### src/rtl/dom_sqscmul_share_codec.sv
// Share codec for a DOM masked GF(2^2) multiplier: masks operands into Boolean shares,
// recombines the returned result shares in issue order. `SQSCMUL_CODEC_STALL_CNT_EN adds StallCntxDO.
module dom_sqscmul_share_codec #(
    parameter int SHARES     = 2,
    parameter int LATENCY    = 1,
    parameter int FIFO_DEPTH = 4
) (
    input  logic                    ClkxCI,
    input  logic                    RstxBI,
    input  logic [3:0]              DataxDI,
    input  logic                    DataValidxSI,
    output logic                    DataReadyxSO,
    input  logic [4*(SHARES-1)-1:0] RndxDI,
    input  logic                    RndValidxSI,
    output logic                    RndReadyxSO,
    output logic [4*SHARES-1:0]     _XxDO,
    input  logic [2*SHARES-1:0]     _QxDI,
    output logic [1:0]              ResultxDO,
    output logic                    ResultValidxSO,
    input  logic                    ResultReadyxSI
`ifdef SQSCMUL_CODEC_STALL_CNT_EN
    ,
    output logic [15:0]             StallCntxDO
`endif
);

    localparam int AW = $clog2(FIFO_DEPTH);
    localparam int CW = AW + 1;
    localparam logic [AW:0] PTR_ONE = (AW + 1)'(1);
    localparam logic [CW:0] DEPTH_W = (CW + 1)'(FIFO_DEPTH);

    logic [AW:0]          wrPtr;
    logic [AW:0]          rdPtr;
    logic [CW-1:0]        occupancy;
    logic [CW-1:0]        inFlight;
    logic [CW:0]          committed;
    logic [LATENCY-1:0]   validSr;
    logic [1:0]           fifoMem [FIFO_DEPTH];
    logic                 fifoEmpty;
    logic                 fifoFull;
    logic                 hasCredit;
    logic                 issue;
    logic                 sampleEn;
    logic                 popEn;
    logic [3:0]           maskedShare0;
    logic [4*SHARES-1:0]  sharesNext;
    logic [1:0]           recombined;

    // Credit covers both buffered results and items still inside the multiplier
    assign occupancy = wrPtr - rdPtr;
    assign fifoEmpty = (wrPtr == rdPtr);
    assign fifoFull  = (wrPtr[AW] != rdPtr[AW]) && (wrPtr[AW-1:0] == rdPtr[AW-1:0]);
    assign committed = {1'b0, occupancy} + {1'b0, inFlight};
    assign hasCredit = !fifoFull && (committed < DEPTH_W);

    assign issue        = RstxBI && DataValidxSI && RndValidxSI && hasCredit;
    assign DataReadyxSO = issue;
    assign RndReadyxSO  = issue;

    assign sampleEn       = validSr[LATENCY-1];
    assign ResultValidxSO = !fifoEmpty;
    assign popEn          = ResultValidxSO && ResultReadyxSI;
    assign ResultxDO      = fifoEmpty ? 2'b00 : fifoMem[rdPtr[AW-1:0]];

    // Share 0 carries the data folded with every random slice; the plain operand never leaves
    always_comb begin
        maskedShare0 = DataxDI;
        for (int i = 1; i < SHARES; i++) begin
            maskedShare0 = maskedShare0 ^ RndxDI[4*i-4 +: 4];
        end
        sharesNext = {RndxDI, maskedShare0};
    end

    always_comb begin
        recombined = 2'b00;
        for (int i = 0; i < SHARES; i++) begin
            recombined = recombined ^ _QxDI[2*i +: 2];
        end
    end

    always_ff @(posedge ClkxCI or negedge RstxBI) begin
        if (!RstxBI) begin
            _XxDO    <= '0;
            validSr  <= '0;
            inFlight <= '0;
            wrPtr    <= '0;
            rdPtr    <= '0;
        end else begin
            if (issue) begin
                _XxDO <= sharesNext;
            end
            validSr[0] <= issue;
            for (int i = 1; i < LATENCY; i++) begin
                validSr[i] <= validSr[i-1];
            end
            inFlight <= inFlight + CW'(issue) - CW'(sampleEn);
            if (sampleEn) begin
                wrPtr <= wrPtr + PTR_ONE;
            end
            if (popEn) begin
                rdPtr <= rdPtr + PTR_ONE;
            end
        end
    end

    // Storage needs no reset: pointers alone decide what is visible
    always_ff @(posedge ClkxCI) begin
        if (sampleEn) begin
            fifoMem[wrPtr[AW-1:0]] <= recombined;
        end
    end

`ifdef SQSCMUL_CODEC_STALL_CNT_EN
    always_ff @(posedge ClkxCI or negedge RstxBI) begin
        if (!RstxBI) begin
            StallCntxDO <= '0;
        end else if (DataValidxSI && !issue && (StallCntxDO != 16'hFFFF)) begin
            StallCntxDO <= StallCntxDO + 16'd1;
        end
    end
`endif

endmodule
### config.mk
export PLATFORM = sky130hd
export DESIGN_NAME = dom_sqscmul_share_codec
export DESIGN_NICKNAME = d
export VERILOG_FILES = /design/src/rtl/dom_sqscmul_share_codec.sv
export SDC_FILE = /design/constraint.sdc
export NUM_CORES = 1
export LEC_CHECK = 0
export ABC_CLOCK_PERIOD_IN_PS = 3540
export CORE_MARGIN = 3
export CORE_UTILIZATION = 35
export CTS_CLUSTER_SIZE = 14
export DETAILED_ROUTE_END_ITERATION = 8
export PLACE_DENSITY = 0.58
export SETUP_SLACK_MARGIN = 0.4
export SYNTH_ARGS = -nofsm -noshare
export SYNTH_HDL_FRONTEND = slang
export SYNTH_SLANG_ARGS = --single-unit
### constraint.sdc
create_clock -name ClkxCI -period 3.54 [get_ports ClkxCI]
set_input_delay 0.354 -clock ClkxCI [delete_from_list [all_inputs] [get_ports ClkxCI]]
set_output_delay 0.354 -clock ClkxCI [all_outputs]
set_load 0.03 [all_outputs]
## Word-level counts from Yosys, hierarchy flattened

Memory sizes are Yosys's and may differ from the RTL's.
Cells that the tools add are included.

- Equality and inequality tests: 3
- Bitwise gates (word level): 2
- Order comparisons: 1
- Reduce and logical (&&, ||, !) cells: 8
- Mux-type cells: 3
- Add/subtract/negate cells: 6

Operator list:

| kind | count |
|---|---|
| 3-bit by 1-bit adder with 3-bit output, second input constant | 2 |
| 1-bit logical AND | 6 |
| 3-bit by 3-bit adder with 4-bit output | 1 |
| 4-bit by 3-bit < comparator with 1-bit output, second input constant | 1 |
| 4-bit bitwise XOR | 1 |
| 3-bit by 1-bit adder with 3-bit output | 1 |
| 3-bit == test | 1 |
| 3-bit by 1-bit subtractor with 3-bit output | 1 |
| 3-bit subtractor | 1 |
| 2-bit == test | 1 |
| 1-bit zero test | 2 |
| 1-bit 2-to-1 mux | 2 |
| 2-bit 2-to-1 mux | 1 |
| 2-bit bitwise XOR | 1 |
| 1-bit inequality test | 1 |

- RAM bits: 8
- Bits of input ports: 17
- Register bits after elaboration: 18
- Memories kept: 1
- Logic and storage cells: 29

Memories:

| memory | depth | bits a word | rd ports | clocked after Yosys merged registers in | write ports | line | source |
|---|---|---|---|---|---|---|---|
| fifoMem | 4 | 2 | 1 | 0 | 1 | 38 | `logic [1:0] fifoMem [FIFO_DEPTH];` |

## Logic depth before layout (Yosys ltp)

Gate-level depths: netlist (run 1).

- Word-level depth: 7
- Gate-level depth with buffers: 14
- Gate-level depth less buffers: 14

## Least setup slack after synthesis (run 1)

Ideal clock, no wire load.

- Kind: register -> register
- From: register wrPtr[0]
- To: register inFlight[2]
- Arrival time: 3.363 ns
- Period minus slack after synthesis: 3.485 ns
- Path slack: 0.055 ns
- Stages on the path, launching flop included: 15
- Data required time: 3.417 ns
- Library setup time: 0.123 ns
- Cell sequence: dfrtp_1 inv_1 ha_1 inv_1 fa_1 xor2_1 ha_1 nor2_1 nand3_1 nor4_4 ha_1 inv_1 fa_1 xnor2_1 xnor2_1

- Longest elaborated chain between the ends: 7
- Elaborated cells between the ends (all ways): 10

RTL lines:

| what | line | source |
|---|---|---|
| from (decl) | 32 | `logic [AW:0] wrPtr;` |
| from (signal assigned) | 98 | `wrPtr <= wrPtr + PTR_ONE;` |
| 3-bit subtractor or 2-bit == test (tied branches) | 50, 52 |  |
| 3-bit by 3-bit adder with 4-bit output or 1-bit logical AND (tied branches) | 53, 52 |  |
| 4-bit by 3-bit < comparator with 1-bit output or 1-bit zero test (tied branches) | 54 | `assign hasCredit = !fifoFull && (committed < DEPTH_W);` |
| 1-bit logical AND (*) | 54 |  |
| 1-bit logical AND (*) | 56 | `assign issue = RstxBI && DataValidxSI && RndValidxSI && hasCredit;` |
| net DataReadyxSO | 12 | `output logic DataReadyxSO,` |
| 3-bit by 1-bit adder with 3-bit output (*) | 96 | `inFlight <= inFlight + CW'(issue) - CW'(sampleEn);` |
| 3-bit by 1-bit subtractor with 3-bit output (*) | 96 |  |
| to (signal assigned) | 96 |  |
| to (decl) | 35 | `logic [CW-1:0] inFlight;` |

The timed path passes the listed nets; every way through them passes the cells marked *.
A chain may end at the register's enable or synchronous reset.

## Worst setup path in the final report (run 1)

- From: register wrPtr[0]
- To: output port RndReadyxSO

- Longest elaborated chain between the ends: 5
- Elaborated cells between the ends (all ways): 8

RTL lines:

| what | line | source |
|---|---|---|
| 3-bit subtractor or 2-bit == test (tied branches) | 50, 52 |  |
| 3-bit by 3-bit adder with 4-bit output or 1-bit logical AND (tied branches) | 53, 52 |  |
| 4-bit by 3-bit < comparator with 1-bit output or 1-bit zero test (tied branches) | 54 |  |
| 1-bit logical AND (*) | 54 |  |
| 1-bit logical AND (*) | 56 |  |
| to (decl) | 15 | `output logic RndReadyxSO,` |

Mark *: on every way between the ends. The rest lies on a longest branch, timed or not.

==> results.toml, run 1 <==
[outcome]
status = "completed"

[logic_synthesis]
syn-instance-count = 91
synth_area_sq_um = 1300
ys_seq_area_share_pct = 53.3
ys.warnings.count = 0
synth_nets = 121
avgSynthCellArea_sq_um = 14.2
yosys_register_bits = 26
synth_cell_types = 19

[pwr]
internal_power_uw = 894
p_clk_share_pct = 11.2
p_leak_nw = 0.723
power_density_nw_per_um2 = 872
vdd_drop_max_mv = 0.307
pwr-share-seq_pct = 34.6
switching_share_pct = 39.8
power.switching_uw = 592
combPwrFrac_pct = 54.2

[setup_path]
crit_type = "reg -> out"
cp-startpoint = "wrPtr[0]"
critPathTopFamily = "adder cells"
worst_path_most_repeated_cell = "ha_1"
critPathSlowestCell = "dfrtp_1"
r2r.worst_path.cells = 13
slowest_delay_ps = 430
cp_max_fo = 11
rrSetupSlack_ps = 610
worst-path-buf-inv = 4
regToRegStartpoint = "wrPtr[0]"
cp_cell_sequence = "inv_2, ha_1, inv_1, fa_2, ha_1, nand3b_1, o21ai_2, nor4_4, buf_6, buf_4"
reg2reg_to = "inFlight[2]"
end_kind = "output pin"
critPathLaunchType = "register"
path_depth = 10
required_ps = 3190
cp.arrival_ps = 2590
critPathCapture = "RndReadyxSO"

[clock_tree]
cts_buffer_depth = 2
insertion_delay_ps = 260
cts_sinks = 26
post_cts_buffers = 0
cts_tree = "built"
cts_buffers = 3
path_clk_slew_ps = 80
clock-root-buffer = "clkbuf_8"
htree_levels = 1

[drt]
via_per_inst = 4.40
ant_nets = 0
drt_iter0_drc = 14
dr.pass1.iters = 4
drt-total-wl_mm = 2.15
drcViolationCount = 0
wl_per_cell_um = 12.6
via_count = 753

[layout]
postLayoutCoreUtil_pct = 49.5
final_layout_size_suffix_gt1_share_pct = 20.8
finalNetCount = 156
finish.cell_count_without_fillers = 171
area.growth.synth_to_final_pct = 31.5
antenna_cells = 0

[grt]
use_met3_pct = 2.87
antenna_found_initial = 0
use_met2_pct = 19.4
grt_use_total_pct = 11.5
first_global_vias = 837
grt_overflow_total = 0
met1_usage_pct = 13.9
grt_max_degree = 20
grt_pass1_wl_mm = 3.79
gr-max-usage-layer = "met2"

[flow_run]
cap_violations = 0

[floorplan]
die_area_sq_um = 4470
num_rows = 21
initial_utilization_pct = 37.7
ios = 30
die_y_um = 66.9
fp.dieW_um = 66.9
core_area_sq_um = 3440

[placed_design]
hpwl_mm = 1.73
numPlacedInstances = 167
io_buffers = 29
gp_congestion = 0.758

[timing]
slew_headroom_pct = 78.9
rsz0062_at_grt = "no"
period_minus_slack_ps = 2950
fmax_mhz = 339
finalClockSkew_ps = 1.68
slew_viol_final = 0
worst_slew_pin_slew_ps = 315
finalSetupTns_ps = 0
hold_viol = 0
holdWs_ps = 422
min_period_over_period_pct = 83.3
setup-violations-final = 0

[min_path]
hold_class = "in -> async"
[synth_stat cells]
cell,n,share of area (%)
fa_1,2,3.1
edfxtp_1,8,19
o21ai_0,1,0.39
mux4_2,2,3.5
xor2_1,9,6.1
nand2_1,3,0.87
nand3_1,3,1.2
mux2_2,9,7.8
nor2_1,1,0.29
buf_4,1,0.58
o21ai_2,1,0.68
xnor2_1,4,2.7
and2_1,6,2.9
inv_1,9,2.6
nand3b_1,1,0.58
nor4_4,1,1.6
dfrtp_1,18,35
ha_1,11,11
xnor2_2,1,1.3
[worst reg2reg max path, cell delays in order, from the launching register on]
cell and delay [ps]:
dfrtp_1 430, inv_2 80, ha_1 200, inv_1 70
fa_2 430, ha_1 280, nand3b_1 100, o21ai_2 80
nor4_4 300, ha_2 220, inv_1 50, fa_2 330
xnor2_1 170, xnor2_1 130
[cell type report]
type | count | area [sq um]
inverter | 9 | 33.8
multi-input combinational | 55 | 572
timing repair buffer | 31 | 304
fill | 303 | 1740
tap | 46 | 57.6
sequential | 26 | 692
clock buffer | 4 | 45.0
[metal layers]
metal	share of wire [%]	up-vias
li1	-	371
met1	44	363
met2	50	17
met3	4.8	2
met4	1.1	0
met5	0	-
[per-stage QoR]
stage               cell area, sq um  worst slack [ps]  power, mW
finish                          1700               593       1.49
global route                    1700               476       1.61
CTS                             1700               455       1.51
detailed placement              1650               543       1.33
global placement                1650               622       1.33
floorplan                       1300              65.5       1.07
[cell families (layout without fill, tap and decap cells)]
family	after synthesis	after routing	synth area share, %
DFF	26	26	53.3
and+or+nand+nor	15	15	7.43
xor gates and xnor gates	14	14	10.0
adders and majority gates	13	13	13.7
muxes	11	11	11.3
buffers and inverters	10	44	3.19
AOI/OAI and AO/OA	2	2	1.06
[flip-flops by register name, summed over array words and instances (netlist names)]
name      count
inFlight      3
fifoMem       8
sampleEn      1
_XxDO         8
wrPtr         3
rdPtr         3
[worst min path at each step]
stage | depth (start not counted) | to | slack [ps]
after floorplan | 0 | _XxDO[0] | 60
after global placement | 1 | inFlight[2] | 480
after detailed placement | 1 | _XxDO[2] | 490
after CTS | 2 | _XxDO[0] | 420
after global routing | 2 | inFlight[2] | 430
final | 2 | _XxDO[0] | 420
[power groups by stage]
stage	clock [mW]	sequential [mW]	combinational [mW]
after floorplan	0	0.590	0.477
after global placement	0	0.518	0.811
after detailed placement	0	0.520	0.813
after CTS	0.178	0.514	0.816
after global routing	0.187	0.535	0.893
final	0.167	0.513	0.806
[cell usage in the layout, fill, tap and decap left out]
cell | synthesis | routed
ha_1 | 11 | 10
nand2_1 | 3 | 3
inv_1 | 9 | 8
clkbuf_1 | 0 | 1
dfrtp_1 | 18 | 17
nor2_1 | 1 | 1
nand3b_1 | 1 | 1
buf_6 | 0 | 1
xnor2_2 | 1 | 1
and2_1 | 6 | 6
xor2_1 | 9 | 9
o21ai_2 | 1 | 1
mux4_2 | 2 | 2
buf_4 | 1 | 3
nand3_1 | 3 | 3
xnor2_1 | 4 | 4
mux2_2 | 9 | 9
o21ai_0 | 1 | 1
inv_2 | 0 | 1
fa_2 | 0 | 2
dfrtp_2 | 0 | 1
edfxtp_1 | 8 | 8
ha_2 | 0 | 1
clkbuf_8 | 0 | 3
nor4_4 | 1 | 1
clkdlybuf4s50_1 | 0 | 27
[what timing repair did]
| item | 4_1_cts | 5_1_grt |
|---|---|---|
| hold buffers | 0 | 0 |
| resized for setup | 0 | 2 |
| setup endpoints to repair | 0 | 3 |
Note: power is estimated with default switching activity, not from simulation.
==> run 2, diff against run 1 <==
- ABC_CLOCK_PERIOD_IN_PS: 3540 -> 3100
- clock period: 3.54 -> 3.1 ns (I/O delays scaled with it)
==> results.toml, run 2 (same netlist as run 1, synthesis figures left out) <==
[outcome]
status = "completed"

[timing]
worst_slew_pin_slew_ps = 321
min_period_over_period_pct = 91.1
setup_ws_ps = 277
slew_viol_final = 0
hold_viol = 0
period_minus_slack_ps = 2820
finalClockSkew_ps = 7.44
slew_headroom_pct = 78.5
rsz0062_at_grt = "yes"
setup-violations-final = 0
fmax_mhz = 354

[clock_tree]
path_clk_slew_ps = 90
cts_buffers = 3
cts_tree = "built"
insertion_delay_ps = 270
cts_buffer_depth = 2
htree_levels = 1
ctsHoldBuffers = 0
clock-root-buffer = "clkbuf_8"
cts_sinks = 26

[setup_path]
end_kind = "register"
critPathLaunchType = "register"
required_ps = 3260
crit_type = "reg -> reg"
cp_max_fo = 2
cp.arrival_ps = 2980

[layout]
postLayoutCoreUtil_pct = 53.8
fillers = 298
finish.cell_count_without_fillers = 180
finalNetCount = 165
area.growth.synth_to_final_pct = 42.8
mostFrequentLayoutCell = "clkdlybuf4s50_1"
antenna_cells = 0
final_cell_mix = "clkdlybuf4s50_1, dfrtp_1, xor2_1, ha_1, edfxtp_1"
final_layout_size_suffix_gt1_share_pct = 29.9
finalInstanceArea_sq_um = 1850

[grt]
grt_max_degree = 19
grt_use_total_pct = 12.1
grt_pass1_wl_mm = 3.96
grt_overflow_total = 0
first_global_vias = 879
antenna_found_initial = 0

[placed_design]
numPlacedInstances = 168
post-place-ws_ps = 102
placed_area_sq_um = 1670
io_buffers = 29
gp_congestion = 0.711
hpwl_mm = 1.77

[drt]
ant_nets = 0
via_per_inst = 4.42
wl_per_cell_um = 13.7
drt-total-wl_mm = 2.46
drt_iter0_drc = 14
drcViolationCount = 0
via_count = 796
dr.pass1.iters = 4

[floorplan]
die_y_um = 66.9
die_area_sq_um = 4470
core_area_sq_um = 3440
fp.dieW_um = 66.9
num_rows = 21
ios = 30
initial_utilization_pct = 37.7

[min_path]
hold_class = "in -> async"

[pwr]
p_total_mw = 1.93
p_leak_nw = 0.799
power_density_nw_per_um2 = 1040
vdd_drop_max_mv = 0.377

[flow_run]
cap_violations = 0
==> run 2: cell count changes in the layout (fill, tap and decap cells not counted), moves of 2 or more <==
cell    change
buf_4       +4
buf_6       +5
ha_1        -2
ha_4        +2
inv_1       -2
inv_2       +2
mux2_2      -5
mux2_4      +5
==> run 2: power by group <==
part	internal (mW)	total, mW	leakage, nW	switching (mW)
registers	0.476	0.582	0.293	0.106
clock network	0.113	0.216	0.0288	0.102
logic	0.591	1.13	0.477	0.540
==> run 2: what timing repair did <==
action / in CTS / in global routing
setup buffers: 5 / 3
setup endpoints to repair: 12 / 9
gates resized for setup: 5 / 9
pin swaps: 2 / 0
==> run 2: through the flow <==
step | hold WS (ps) | setup TNS, ps
after floorplan | 14.4 | -693
after global placement | 484 | 0
after detailed placement | 485 | 0
after CTS | 434 | 0
after global routing | 451 | 0
final | 429 | 0
==> run 2: metal layers <==
layer	track usage (%)	wire length, um	share of wire [%]
met3	2.53	105	4.3
met1	13.9	1080	44
met5	0	0	0
met2	21.9	1260	51
met4	4.56	11	0.45
==> run 2: critical path, cell delays in order (launching register included) <==
cell      delay, ps
dfrtp_1         390
inv_2            80
ha_4            130
inv_2            30
fa_2            550
ha_4            200
nand3b_1        100
o21ai_2          70
nor4_4          290
ha_2            220
inv_2            40
fa_2            350
xnor2_2         150
xnor2_1         130
==> run 2: final cells by class <==
| cell class | count | area (sq um) | area share [%] |
|---|---|---|---|
| repair buffers | 40 | 390 | 21.1 |
| clock buffers | 4 | 55.1 | 2.97 |
| inverters | 9 | 33.8 | 1.83 |
| well taps | 46 | 57.6 | 3.11 |
| multi-input cells | 55 | 623 | 33.7 |
| flip-flops and latches | 26 | 691 | 37.3 |
==> run 2: final timing paths <==
check	startpoint	endpoint	slack [ps]	cells after the start
worst min register to register	inFlight[2]	inFlight[2]	500	1
worst min-delay path	RstxBI	_XxDO[5]	430	2
min in group ClkxCI	inFlight[2]	inFlight[2]	500	1
max in group asynchronous	RstxBI	rdPtr[1]	2470	2
worst max-delay path	wrPtr[0]	inFlight[2]	280	13
worst max register to register	wrPtr[0]	inFlight[2]	280	13
==> run 3, diff against run 2 <==
- ABC_AREA: unset -> 1
- CORE_ASPECT_RATIO: unset -> 0.8
- PLACE_DENSITY: 0.58 -> 0.57
==> results.toml, run 3 <==
[outcome]
status = "completed"

[grt]
grt_overflow_total = 0
grt_use_total_pct = 12.5
first_global_vias = 1085
antenna_found_initial = 0
grt_pass1_wl_mm = 4.86
grt_max_degree = 19

[pwr]
p_clk_share_pct = 41.4
internal_power_uw = 551
combPwrFrac_pct = 6.1
power_density_nw_per_um2 = 349
vdd_drop_max_mv = 0.214
p_leak_nw = 0.913
switching_share_pct = 18.6
pwr-share-seq_pct = 52.4
power.switching_uw = 126

[setup_path]
worst-path-buf-inv = 6
required_ps = 3280
critPathTopFamily = "adder cells"
rrSetupSlack_ps = 480
critPathCapture = "inFlight[1]"
slowest_delay_ps = 500
cp-startpoint = "wrPtr[0]"
critPathSlowestCell = "fa_2"
reg2reg_to = "inFlight[1]"
cp.arrival_ps = 2800
r2r.worst_path.cells = 15
regToRegStartpoint = "wrPtr[0]"
worst_path_most_repeated_cell = "inv_2"
critPathLaunchType = "register"
cp_cell_sequence = "inv_2, ha_4, inv_2, fa_2, xor2_1, ha_1, inv_1, nand2_2, nor2_4, nand3_4, clkinvlp_4, ha_4, inv_2, fa_2, inv_1"
end_kind = "register"
path_depth = 15
crit_type = "reg -> reg"
cp_max_fo = 4

[drt]
drt_iter0_drc = 53
dr.pass1.iters = 4
via_count = 1040
drt-total-wl_mm = 2.77
via_per_inst = 4.41
drcViolationCount = 0
wl_per_cell_um = 11.7
ant_nets = 0

[logic_synthesis]
synth_compound_area_share_pct = 3.08
synth.most_common_cell = "nand2_1"
synth_top_family_by_area = "simple AND/OR/NAND/NOR gates"
yosys-top-cells-count = "nand2_1, inv_1, dfrtp_1, ha_1"
synthArstFlopShare_pct = 69.2
synth_cell_types = 21
synthAdderAreaFrac_pct = 12.5
synthTopCellsByArea = "dfrtp_1, edfxtp_1, ha_1"
ys.flop_type = "dfrtp_1"
synth_area_sq_um = 1420
synth_nets = 171
yosysTopAreaCell = "dfrtp_1"
syn-instance-count = 141
yosys_register_bits = 26
muxShareOfSynthArea_pct = 0
synth-simple-area-share_pct = 22.1
ys_seq_area_share_pct = 48.6
synthXorXnorAreaFrac_pct = 7.39
synth_edf_count = 8
synth_top_area_share_pct = 31.7
ys.warnings.count = 0
avgSynthCellArea_sq_um = 10.1

[layout]
mostFrequentLayoutCell = "nand2_1"
final_cell_mix = "nand2_1, clkdlybuf4s50_1, dfrtp_1, inv_1"
multi_input_area_sq_um = 673
antenna_cells = 0
area.growth.synth_to_final_pct = 36.4
finalNetCount = 212
finish.cell_count_without_fillers = 236
regArea_sq_um = 692
final_layout_size_suffix_gt1_share_pct = 19.9
fillers = 386

[floorplan]
num_rows = 20
ios = 30
die_area_sq_um = 4870
fp.dieW_um = 77.3
core_area_sq_um = 3850
die_y_um = 63
initial_utilization_pct = 36.9

[placed_design]
numPlacedInstances = 226
gp_congestion = 0.737
hpwl_mm = 2.16
io_buffers = 29

[clock_tree]
clock-root-buffer = "clkbuf_8"
htree_levels = 1
cts_buffers = 3
insertion_delay_ps = 270
cts_buffer_depth = 2
cts_sinks = 26
path_clk_slew_ps = 90
cts_tree = "built"

[min_path]
hold_class = "in -> async"

[timing]
fmax_mhz = 381
worst_slew_pin_slew_ps = 317
min_period_over_period_pct = 84.6
slew_viol_final = 0
finalClockSkew_ps = 2.49
hold_viol = 0
rsz0062_at_grt = "yes"
slew_headroom_pct = 78.8
finalSetupTns_ps = 0
setup-violations-final = 0
holdWs_ps = 404
period_minus_slack_ps = 2620

[flow_run]
cap_violations = 0
==> run 3: changes by cell type after synthesis, sizes merged, moves of 2 or more <==
cell and delta:
nand2 +33, inv +12, nor2 +10, mux2 -9, nand4 +8, and2 -6, o21ai +4, a21oi +2
mux4 -2, xnor2 -2
==> run 3: through the flow <==
stage	cell area, sq um	power (mW)	utilization, %	setup WS [ps]
after global placement	1830	0.404	47.4	151
final	1940	0.677	50.3	477
after global routing	1940	0.706	50.3	324
after CTS	1910	0.689	49.4	425
after detailed placement	1830	0.404	47.4	114
after floorplan	1460	0.372	-	222
==> run 3: layout make-up <==
cell class	count	area share [%]
Clock inverter	1	1.55
Sequential cell	26	35.7
Clock buffer	3	2.13
Multi-Input combinational cell	92	34.7
Tap cell	55	3.55
Inverter	21	4.26
Timing Repair Buffer	38	18.1
==> run 3: what timing repair did <==
| item | CTS | global route |
|---|---|---|
| pin swaps | 1 | 5 |
| setup buffers | 2 | 4 |
| setup endpoints to repair | 4 | 5 |
| resized for setup | 11 | 1 |
| hold endpoints to repair | 0 | 0 |
| hold buffers | 0 | 0 |
==> run 3: worst min path at each step <==
stage,to,slack (ps),depth (start not counted),startpoint
floorplan,_XxDO[0],10,0,RstxBI
global placement,_XxDO[7],460,2,_XxDO[7]
detailed placement,_XxDO[7],470,2,_XxDO[7]
CTS,_XxDO[4],410,2,RstxBI
global route,wrPtr[0],430,2,RstxBI
finish,inFlight[2],400,2,RstxBI
==> run 3: kinds of logic (layout without fill, tap and decap cells) <==
group | after synthesis | count (layout)
fa+ha+maj | 13 | 13
compound gates | 8 | 8
xor+xnor | 12 | 12
simple gates | 59 | 59
buf+inv | 23 | 63
flops | 26 | 26
==> run 3: power by group through the flow <==
stage | clock (mW) | combinational [mW] | sequential, mW
after detailed placement | 0 | 0.0419 | 0.362
after global placement | 0 | 0.0416 | 0.362
after global routing | 0.305 | 0.0460 | 0.355
after CTS | 0.292 | 0.0423 | 0.355
final | 0.281 | 0.0416 | 0.355
after floorplan | 0 | 0.00946 | 0.362
==> run 3: worst reg2reg max path, stage by stage (launching register included) <==
cell and delay (ps):
dfrtp_1 400, inv_2 100, ha_4 130, inv_2 30, fa_2 320, xor2_1 150, ha_1 280, inv_1 60
nand2_2 60, nor2_4 110, nand3_4 80, clkinvlp_4 110, ha_4 130, inv_2 30, fa_2 500, inv_1 40
==> run 3: routing by layer <==
metal | part of all wire [%] | global-route usage (%)
met1 | 46 | 15.9
met2 | 50 | 20.7
met3 | 3.4 | 3.89
met4 | 0.98 | 3.33
met5 | 0 | 0
